File: src/rtl/cpu_6502_ea_sequencer.sv
// 6502 effective-address sequencer.
// Fetches operand and pointer bytes over a single-outstanding read port and
// returns the EA, a page-cross flag and the operand byte count.
// Optional build macro: JMP_IND_PAGEFIX_EN makes the ABSOLUTE_INDIRECT
// pointer high-byte fetch carry into the pointer high byte (full 16-bit
// increment); without it the NMOS page-wrap behaviour is kept.
module cpu_6502_ea_sequencer #(
  parameter int unsigned ADDR_W  = 16,
  parameter logic [15:0] ZP_BASE = 16'h0000
) (
  input  logic              clk_i,
  input  logic              rsn_i,
  input  logic              start_i,
  input  logic [3:0]        mode_i,
  input  logic [ADDR_W-1:0] pc_i,
  input  logic [7:0]        x_i,
  input  logic [7:0]        y_i,
  output logic              mem_req_o,
  output logic [ADDR_W-1:0] mem_addr_o,
  input  logic              mem_ack_i,
  input  logic [7:0]        mem_rdata_i,
  output logic              busy_o,
  output logic              done_o,
  output logic [ADDR_W-1:0] ea_o,
  output logic              page_cross_o,
  output logic [1:0]        nbytes_o,
  output logic              err_o
);

  localparam logic [3:0] M_IMP  = 4'd0;
  localparam logic [3:0] M_ACC  = 4'd1;
  localparam logic [3:0] M_IMM  = 4'd2;
  localparam logic [3:0] M_ABS  = 4'd3;
  localparam logic [3:0] M_ABSX = 4'd4;
  localparam logic [3:0] M_ABSY = 4'd5;
  localparam logic [3:0] M_ZP   = 4'd6;
  localparam logic [3:0] M_ZPX  = 4'd7;
  localparam logic [3:0] M_ZPY  = 4'd8;
  localparam logic [3:0] M_INDX = 4'd9;
  localparam logic [3:0] M_INDY = 4'd10;
  localparam logic [3:0] M_AIND = 4'd11;
  localparam logic [3:0] M_REL  = 4'd12;

  typedef enum logic [2:0] {
    S_IDLE,
    S_OP_LO,
    S_OP_HI,
    S_PTR_LO,
    S_PTR_HI,
    S_DONE
  } state_e;

  state_e            state_q;
  logic [3:0]        mode_q;
  logic [ADDR_W-1:0] pc_q;
  logic [7:0]        x_q;
  logic [7:0]        y_q;
  logic [7:0]        op_lo_q;
  logic [7:0]        op_hi_q;
  logic [7:0]        ptr_lo_q;

  logic [7:0]        idx_c;
  logic [7:0]        lo_sel_c;
  logic [15:0]       sum16_c;
  logic              sum_cross_c;
  logic [ADDR_W-1:0] sum_ea_c;
  logic [ADDR_W-1:0] zp_ea_c;
  logic [7:0]        ptr_byte_c;
  logic [15:0]       pc_inc16_c;
  logic [15:0]       rel16_c;
  logic              rel_cross_c;
  logic [15:0]       aind_hi16_c;
  logic [ADDR_W-1:0] ptr_hi_addr_c;

  // Replace the low 16 bits of an address, keeping its bank.
  function automatic logic [ADDR_W-1:0] with_lo16(input logic [ADDR_W-1:0] base,
                                                   input logic [15:0]       lo16);
    logic [ADDR_W-1:0] r;
    r        = base;
    r[15:0]  = lo16;
    return r;
  endfunction

  // Relocated zero-page address; always bank 0, no carry out of 16 bits.
  function automatic logic [ADDR_W-1:0] zp_addr(input logic [7:0] a);
    logic [ADDR_W-1:0] r;
    r       = '0;
    r[15:0] = ZP_BASE + {8'h00, a};
    return r;
  endfunction

  // Index register applied to the final 16-bit sum for the current mode.
  always_comb begin
    idx_c = 8'h00;
    case (mode_q)
      M_ABSX, M_ZPX:         idx_c = x_q;
      M_ABSY, M_ZPY, M_INDY: idx_c = y_q;
      default:               idx_c = 8'h00;
    endcase
  end

  // Shared address arithmetic; the high byte is always the byte arriving now.
  assign lo_sel_c    = (state_q == S_OP_HI) ? op_lo_q : ptr_lo_q;
  assign sum16_c     = {mem_rdata_i, lo_sel_c} + {8'h00, idx_c};
  assign sum_cross_c = (sum16_c[15:8] != mem_rdata_i);
  assign sum_ea_c    = with_lo16(pc_q, sum16_c);
  assign zp_ea_c     = zp_addr(8'(mem_rdata_i + idx_c));
  assign ptr_byte_c  = (mode_q == M_INDX) ? 8'(mem_rdata_i + x_q) : mem_rdata_i;
  assign pc_inc16_c  = pc_q[15:0] + 16'd1;
  assign rel16_c     = pc_inc16_c + {{8{mem_rdata_i[7]}}, mem_rdata_i};
  assign rel_cross_c = (rel16_c[15:8] != pc_inc16_c[15:8]);

  // Address of the pointed-to high byte for the indirect modes.
`ifdef JMP_IND_PAGEFIX_EN
  assign aind_hi16_c = {op_hi_q, op_lo_q} + 16'd1;
`else
  assign aind_hi16_c = {op_hi_q, 8'(op_lo_q + 8'd1)};
`endif
  assign ptr_hi_addr_c = (mode_q == M_AIND) ? with_lo16(pc_q, aind_hi16_c)
                                            : zp_addr(8'(op_lo_q + 8'd1));

  // Sequencer FSM with registered memory-port and result outputs.
  always_ff @(posedge clk_i or negedge rsn_i) begin
    if (!rsn_i) begin
      state_q      <= S_IDLE;
      mode_q       <= '0;
      pc_q         <= '0;
      x_q          <= '0;
      y_q          <= '0;
      op_lo_q      <= '0;
      op_hi_q      <= '0;
      ptr_lo_q     <= '0;
      mem_req_o    <= 1'b0;
      mem_addr_o   <= '0;
      busy_o       <= 1'b0;
      done_o       <= 1'b0;
      ea_o         <= '0;
      page_cross_o <= 1'b0;
      nbytes_o     <= 2'd0;
      err_o        <= 1'b0;
    end else begin
      done_o <= 1'b0;
      case (state_q)
        S_IDLE: begin
          if (start_i) begin
            mode_q <= mode_i;
            pc_q   <= pc_i;
            x_q    <= x_i;
            y_q    <= y_i;
            busy_o <= 1'b1;
            case (mode_i)
              M_IMP, M_ACC: begin
                state_q      <= S_DONE;
                done_o       <= 1'b1;
                ea_o         <= '0;
                page_cross_o <= 1'b0;
                nbytes_o     <= 2'd0;
                err_o        <= 1'b0;
              end
              M_IMM: begin
                state_q      <= S_DONE;
                done_o       <= 1'b1;
                ea_o         <= pc_i;
                page_cross_o <= 1'b0;
                nbytes_o     <= 2'd1;
                err_o        <= 1'b0;
              end
              M_ABS, M_ABSX, M_ABSY, M_ZP, M_ZPX, M_ZPY,
              M_INDX, M_INDY, M_AIND, M_REL: begin
                state_q    <= S_OP_LO;
                mem_req_o  <= 1'b1;
                mem_addr_o <= pc_i;
              end
              default: begin
                state_q      <= S_DONE;
                done_o       <= 1'b1;
                ea_o         <= '0;
                page_cross_o <= 1'b0;
                nbytes_o     <= 2'd0;
                err_o        <= 1'b1;
              end
            endcase
          end
        end

        S_OP_LO: begin
          if (mem_ack_i) begin
            op_lo_q <= ptr_byte_c;
            case (mode_q)
              M_ZP, M_ZPX, M_ZPY: begin
                mem_req_o    <= 1'b0;
                state_q      <= S_DONE;
                done_o       <= 1'b1;
                ea_o         <= zp_ea_c;
                page_cross_o <= 1'b0;
                nbytes_o     <= 2'd1;
                err_o        <= 1'b0;
              end
              M_REL: begin
                mem_req_o    <= 1'b0;
                state_q      <= S_DONE;
                done_o       <= 1'b1;
                ea_o         <= with_lo16(pc_q, rel16_c);
                page_cross_o <= rel_cross_c;
                nbytes_o     <= 2'd1;
                err_o        <= 1'b0;
              end
              M_INDX, M_INDY: begin
                state_q    <= S_PTR_LO;
                mem_addr_o <= zp_addr(ptr_byte_c);
              end
              default: begin
                state_q    <= S_OP_HI;
                mem_addr_o <= with_lo16(pc_q, pc_inc16_c);
              end
            endcase
          end
        end

        S_OP_HI: begin
          if (mem_ack_i) begin
            op_hi_q <= mem_rdata_i;
            if (mode_q == M_AIND) begin
              state_q    <= S_PTR_LO;
              mem_addr_o <= with_lo16(pc_q, {mem_rdata_i, op_lo_q});
            end else begin
              mem_req_o    <= 1'b0;
              state_q      <= S_DONE;
              done_o       <= 1'b1;
              ea_o         <= sum_ea_c;
              page_cross_o <= sum_cross_c;
              nbytes_o     <= 2'd2;
              err_o        <= 1'b0;
            end
          end
        end

        S_PTR_LO: begin
          if (mem_ack_i) begin
            ptr_lo_q   <= mem_rdata_i;
            state_q    <= S_PTR_HI;
            mem_addr_o <= ptr_hi_addr_c;
          end
        end

        S_PTR_HI: begin
          if (mem_ack_i) begin
            mem_req_o    <= 1'b0;
            state_q      <= S_DONE;
            done_o       <= 1'b1;
            ea_o         <= sum_ea_c;
            page_cross_o <= sum_cross_c;
            nbytes_o     <= (mode_q == M_AIND) ? 2'd2 : 2'd1;
            err_o        <= 1'b0;
          end
        end

        S_DONE: begin
          busy_o  <= 1'b0;
          state_q <= S_IDLE;
        end

        default: begin
          state_q   <= S_IDLE;
          busy_o    <= 1'b0;
          mem_req_o <= 1'b0;
        end
      endcase
    end
  end

endmodule

File: config.mk
export PLATFORM = sky130hd
export DESIGN_NAME = cpu_6502_ea_sequencer
export DESIGN_NICKNAME = d
export VERILOG_FILES = /design/src/rtl/cpu_6502_ea_sequencer.sv
export SDC_FILE = /design/constraint.sdc
export NUM_CORES = 1
export LEC_CHECK = 0
export ABC_AREA = 1
export CORE_UTILIZATION = 25
export DETAILED_ROUTE_END_ITERATION = 7
export PLACE_DENSITY = 0.53
export SYNTH_ARGS = -nofsm -noshare
export SYNTH_HDL_FRONTEND = slang
export SYNTH_SLANG_ARGS = --single-unit
File: constraint.sdc
create_clock -name clk_i -period 3.2 [get_ports clk_i]
set_input_delay 0.32 -clock clk_i [delete_from_list [all_inputs] [get_ports clk_i]]
set_output_delay 0.32 -clock clk_i [all_outputs]
set_load 0.05 [all_outputs]
==> flow_summary.yaml <==
drt:
  wl_microns: 29600
  vias: 8097
  routed_via_density: 4.85
  drt_first_pass_iters: 6
  drtIter0Drc: 651
  detail_route.wl_per_cell_microns: 17.7
  ant_nets: 0
  drc: 0
job:
  cap_violations: 0
power:
  p_per_area_nw_per_um2: 1120
  vdd_drop_max_mv: 0.373
  power.leakage_nw: 4.82
setup_path:
  ff2ff_path_depth: 24
  required_ps: 3470
  critPathLaunch: "pc_q[0]"
  path_max_fanout: 6
  timing_worst_setup_path_type: "flop to flop"
  r2r_slack_ps: 280
  cp.arrival_ps: 3190
  crit_path_end_kind: "flop"
  r2r_start: "pc_q[0]"
  start_kind: "flop"
grt:
  grt_pass1_wl_microns: 45900
  gr-total-overflow: 0
  antenna_found_initial: 0
  grt_pass1_vias: 7784
  grt_max_degree: 77
  grt_usage_pct: 18.6
timing:
  fin_crit_ps: 2920
  tightest_slew_ps: 1060
  skew_ps: 14.1
  fin_crit_sh_pct: 91.4
  fmax_mhz: 342
  tns_ps: 0
  setup_viol: 0
  slew-limit-headroom_pct: 29.2
  slew_viol_final: 0
  hold_viol: 0
final_layout:
  instances_no_fill: 1670
  final_area_sq_um: 9890
  area_growth_pct: 24.0
  num_antenna_cells: 0
  layout-drive-gt1-share_pct: 12.7
  final_core_util_pct: 31.4
  fin_nets: 1346
logic_synthesis:
  synth_area_sq_um: 7970
  ys_seq_elements: 102
  syn_inst: 1151
  ys_seq_area_share_pct: 32.0
  yosysUniqueCellTypes: 55
  syn_area_per_cell_sq_um: 6.93
  syn_nets: 1234
  synth-warning-count: 0
  synth-edff-count: 0
  async_flop_share_pct: 100
  ys.flop_type: "dfrtp_1"
place:
  placed_cells: 1653
  io_buffers: 86
  place.gp.congestion: 0.890
  placed_cell_area_sq_um: 9500
  dp_hpwl_microns: 23800
die:
  pin_count: 87
  dieArea_sq_um: 32600
  die_height_microns: 181
  die_w_microns: 181
  initial_core_util_pct: 25.3
  core_area_sq_um: 31500
  num_rows: 65
clock_tree:
  clk_pin_slew_ps: 90
  cts_hold_buf: 0
  cts_root_buf: "clkbuf_16"
  cts_made_buffers: 9
  cts_tree: "built"
  clk_latency_ps: 380
  clockBufferDepth: 2
  htree_levels: 3
  cts.sinks: 102
min_path:
  hold_path_class: "primary input to asynchronous set/reset pin"
outcome:
  status: "finished, final reports clean"
worst max-delay path, stage by stage, from the launching register on:
cell and delay (ps):
dfrtp_1 410, ha_1 230, nand2_1 90, nor2_2 50
buf_4 150, a21o_1 180, nand2_2 90, inv_1 110
ha_4 310, nand2_1 70, inv_1 90, nand2_1 70
nand2_1 110, a21oi_2 80, buf_4 140, nand3_1 80
nand3_1 80, nand2_1 90, nand2_1 50, nor2_1 90
nand2_1 60, nand2_1 50, nand2_1 40, nand2_1 50
nand2_1 40
layer usage:
metal	track usage, %	up-vias	wire (microns)
met5	0	-	0
met4	6.19	0	816
met3	2.87	38	1350
met2	30.8	234	13900
met1	24.7	3797	13500
li1	-	4028	-
cell type report:
| type | count | area [sq um] |
|---|---|---|
| flip-flops and latches | 102 | 2550 |
| inverters | 168 | 637 |
| repair buffers | 124 | 1160 |
| multi-input cells | 858 | 4750 |
| clock buffers | 9 | 225 |
| well taps | 402 | 503 |
| clock inverters | 7 | 67.6 |
| fillers | 3460 | 21600 |
flip-flops by register name, summed over array words and instances (netlist names):
| register | cells |
|---|---|
| err_o | 1 |
| x_q | 8 |
| op_hi_q | 8 |
| pc_q | 16 |
| page_cross_o | 1 |
| state_q | 3 |
| mem_req_o | 1 |
| y_q | 8 |
| busy_o | 1 |
| mem_addr_o | 16 |
| nbytes_o | 2 |
| mode_q | 4 |
| done_o | 1 |
| ptr_lo_q | 8 |
| ea_o | 16 |
| op_lo_q | 8 |
stage by stage:
stage	setup slack [ps]	hold WS, ps	power (W)
final	276	135	0.0110
after global routing	-13.9	233	0.0120
after CTS	113	192	0.0110
after detailed placement	125	470	0.00980
after global placement	68.4	467	0.00978
after floorplan	561	24.4	0.00749
power by group:
group / leakage [nW] / internal, W / switching (W)
sequential: 1.24 / 0.00193 / 0.000487
combinational: 3.43 / 0.00259 / 0.00488
clock: 0.145 / 0.000549 / 0.000593
cell usage after synthesis (4+ instances only):
master    count  share of area (%)
a221oi_1      8               0.88
nand4_1      15                1.2
or2_2         4               0.31
a31oi_1       4               0.31
nand2_1     307                 14
dfrtp_1     102                 32
nor2_1       69                3.2
a21oi_1      60                3.8
o22ai_1       6               0.47
inv_1       153                7.2
inv_2        12               0.56
nand2_2      19                1.5
o21ai_1      12               0.75
nand3_1     103                6.5
nor2_2        7               0.55
xnor2_1       8               0.88
clkbuf_1     11               0.52
o21ai_0      92                5.8
mux2_2       18                2.5
nor3_1       10               0.63
nor2_4        6               0.85
ha_1         33                5.2
nand3_2       5               0.63
xor2_1       16                1.8
o211ai_1     10               0.94
buf_2         8               0.50
cell usage in the layout (no fill, tap or decap), types with 12 or more instances in the layout:
master,n
nand2_1,305
inv_1,153
dfrtp_1,102
nand3_1,101
o21ai_0,87
clkdlybuf4s50_1,85
nor2_1,63
a21oi_1,57
buf_4,38
ha_1,27
nand2_2,21
mux2_2,18
o21ai_1,17
xor2_1,16
nand4_1,15
nor2_2,13
inv_2,12
worst paths after layout:
check                                to
min in group clk_i          ptr_lo_q[2]
min                              y_q[4]
max in group asynchronous       pc_q[8]
max                        page_cross_o
min reg2reg                 ptr_lo_q[2]
max reg2reg                page_cross_o
what timing repair did:
action / in CTS / in global routing
setup buffers: 0 / 1
gates resized for setup: 0 / 23
hold endpoints to repair: 0 / 0
setup endpoints to repair: 0 / 2
logic make-up after synthesis:
family	count (synthesis)	share of synthesized area, %
AO/OA/AOI/OAI	220	15.8
flip-flops	102	32.0
AND/OR/NAND/NOR	561	31.8
buffers and inverters	191	9.53
XOR/XNOR	24	2.64
adder cells (fa/ha/maj)	35	5.68
multiplexers	18	2.54
Note: power is estimated with default switching activity, not from simulation.
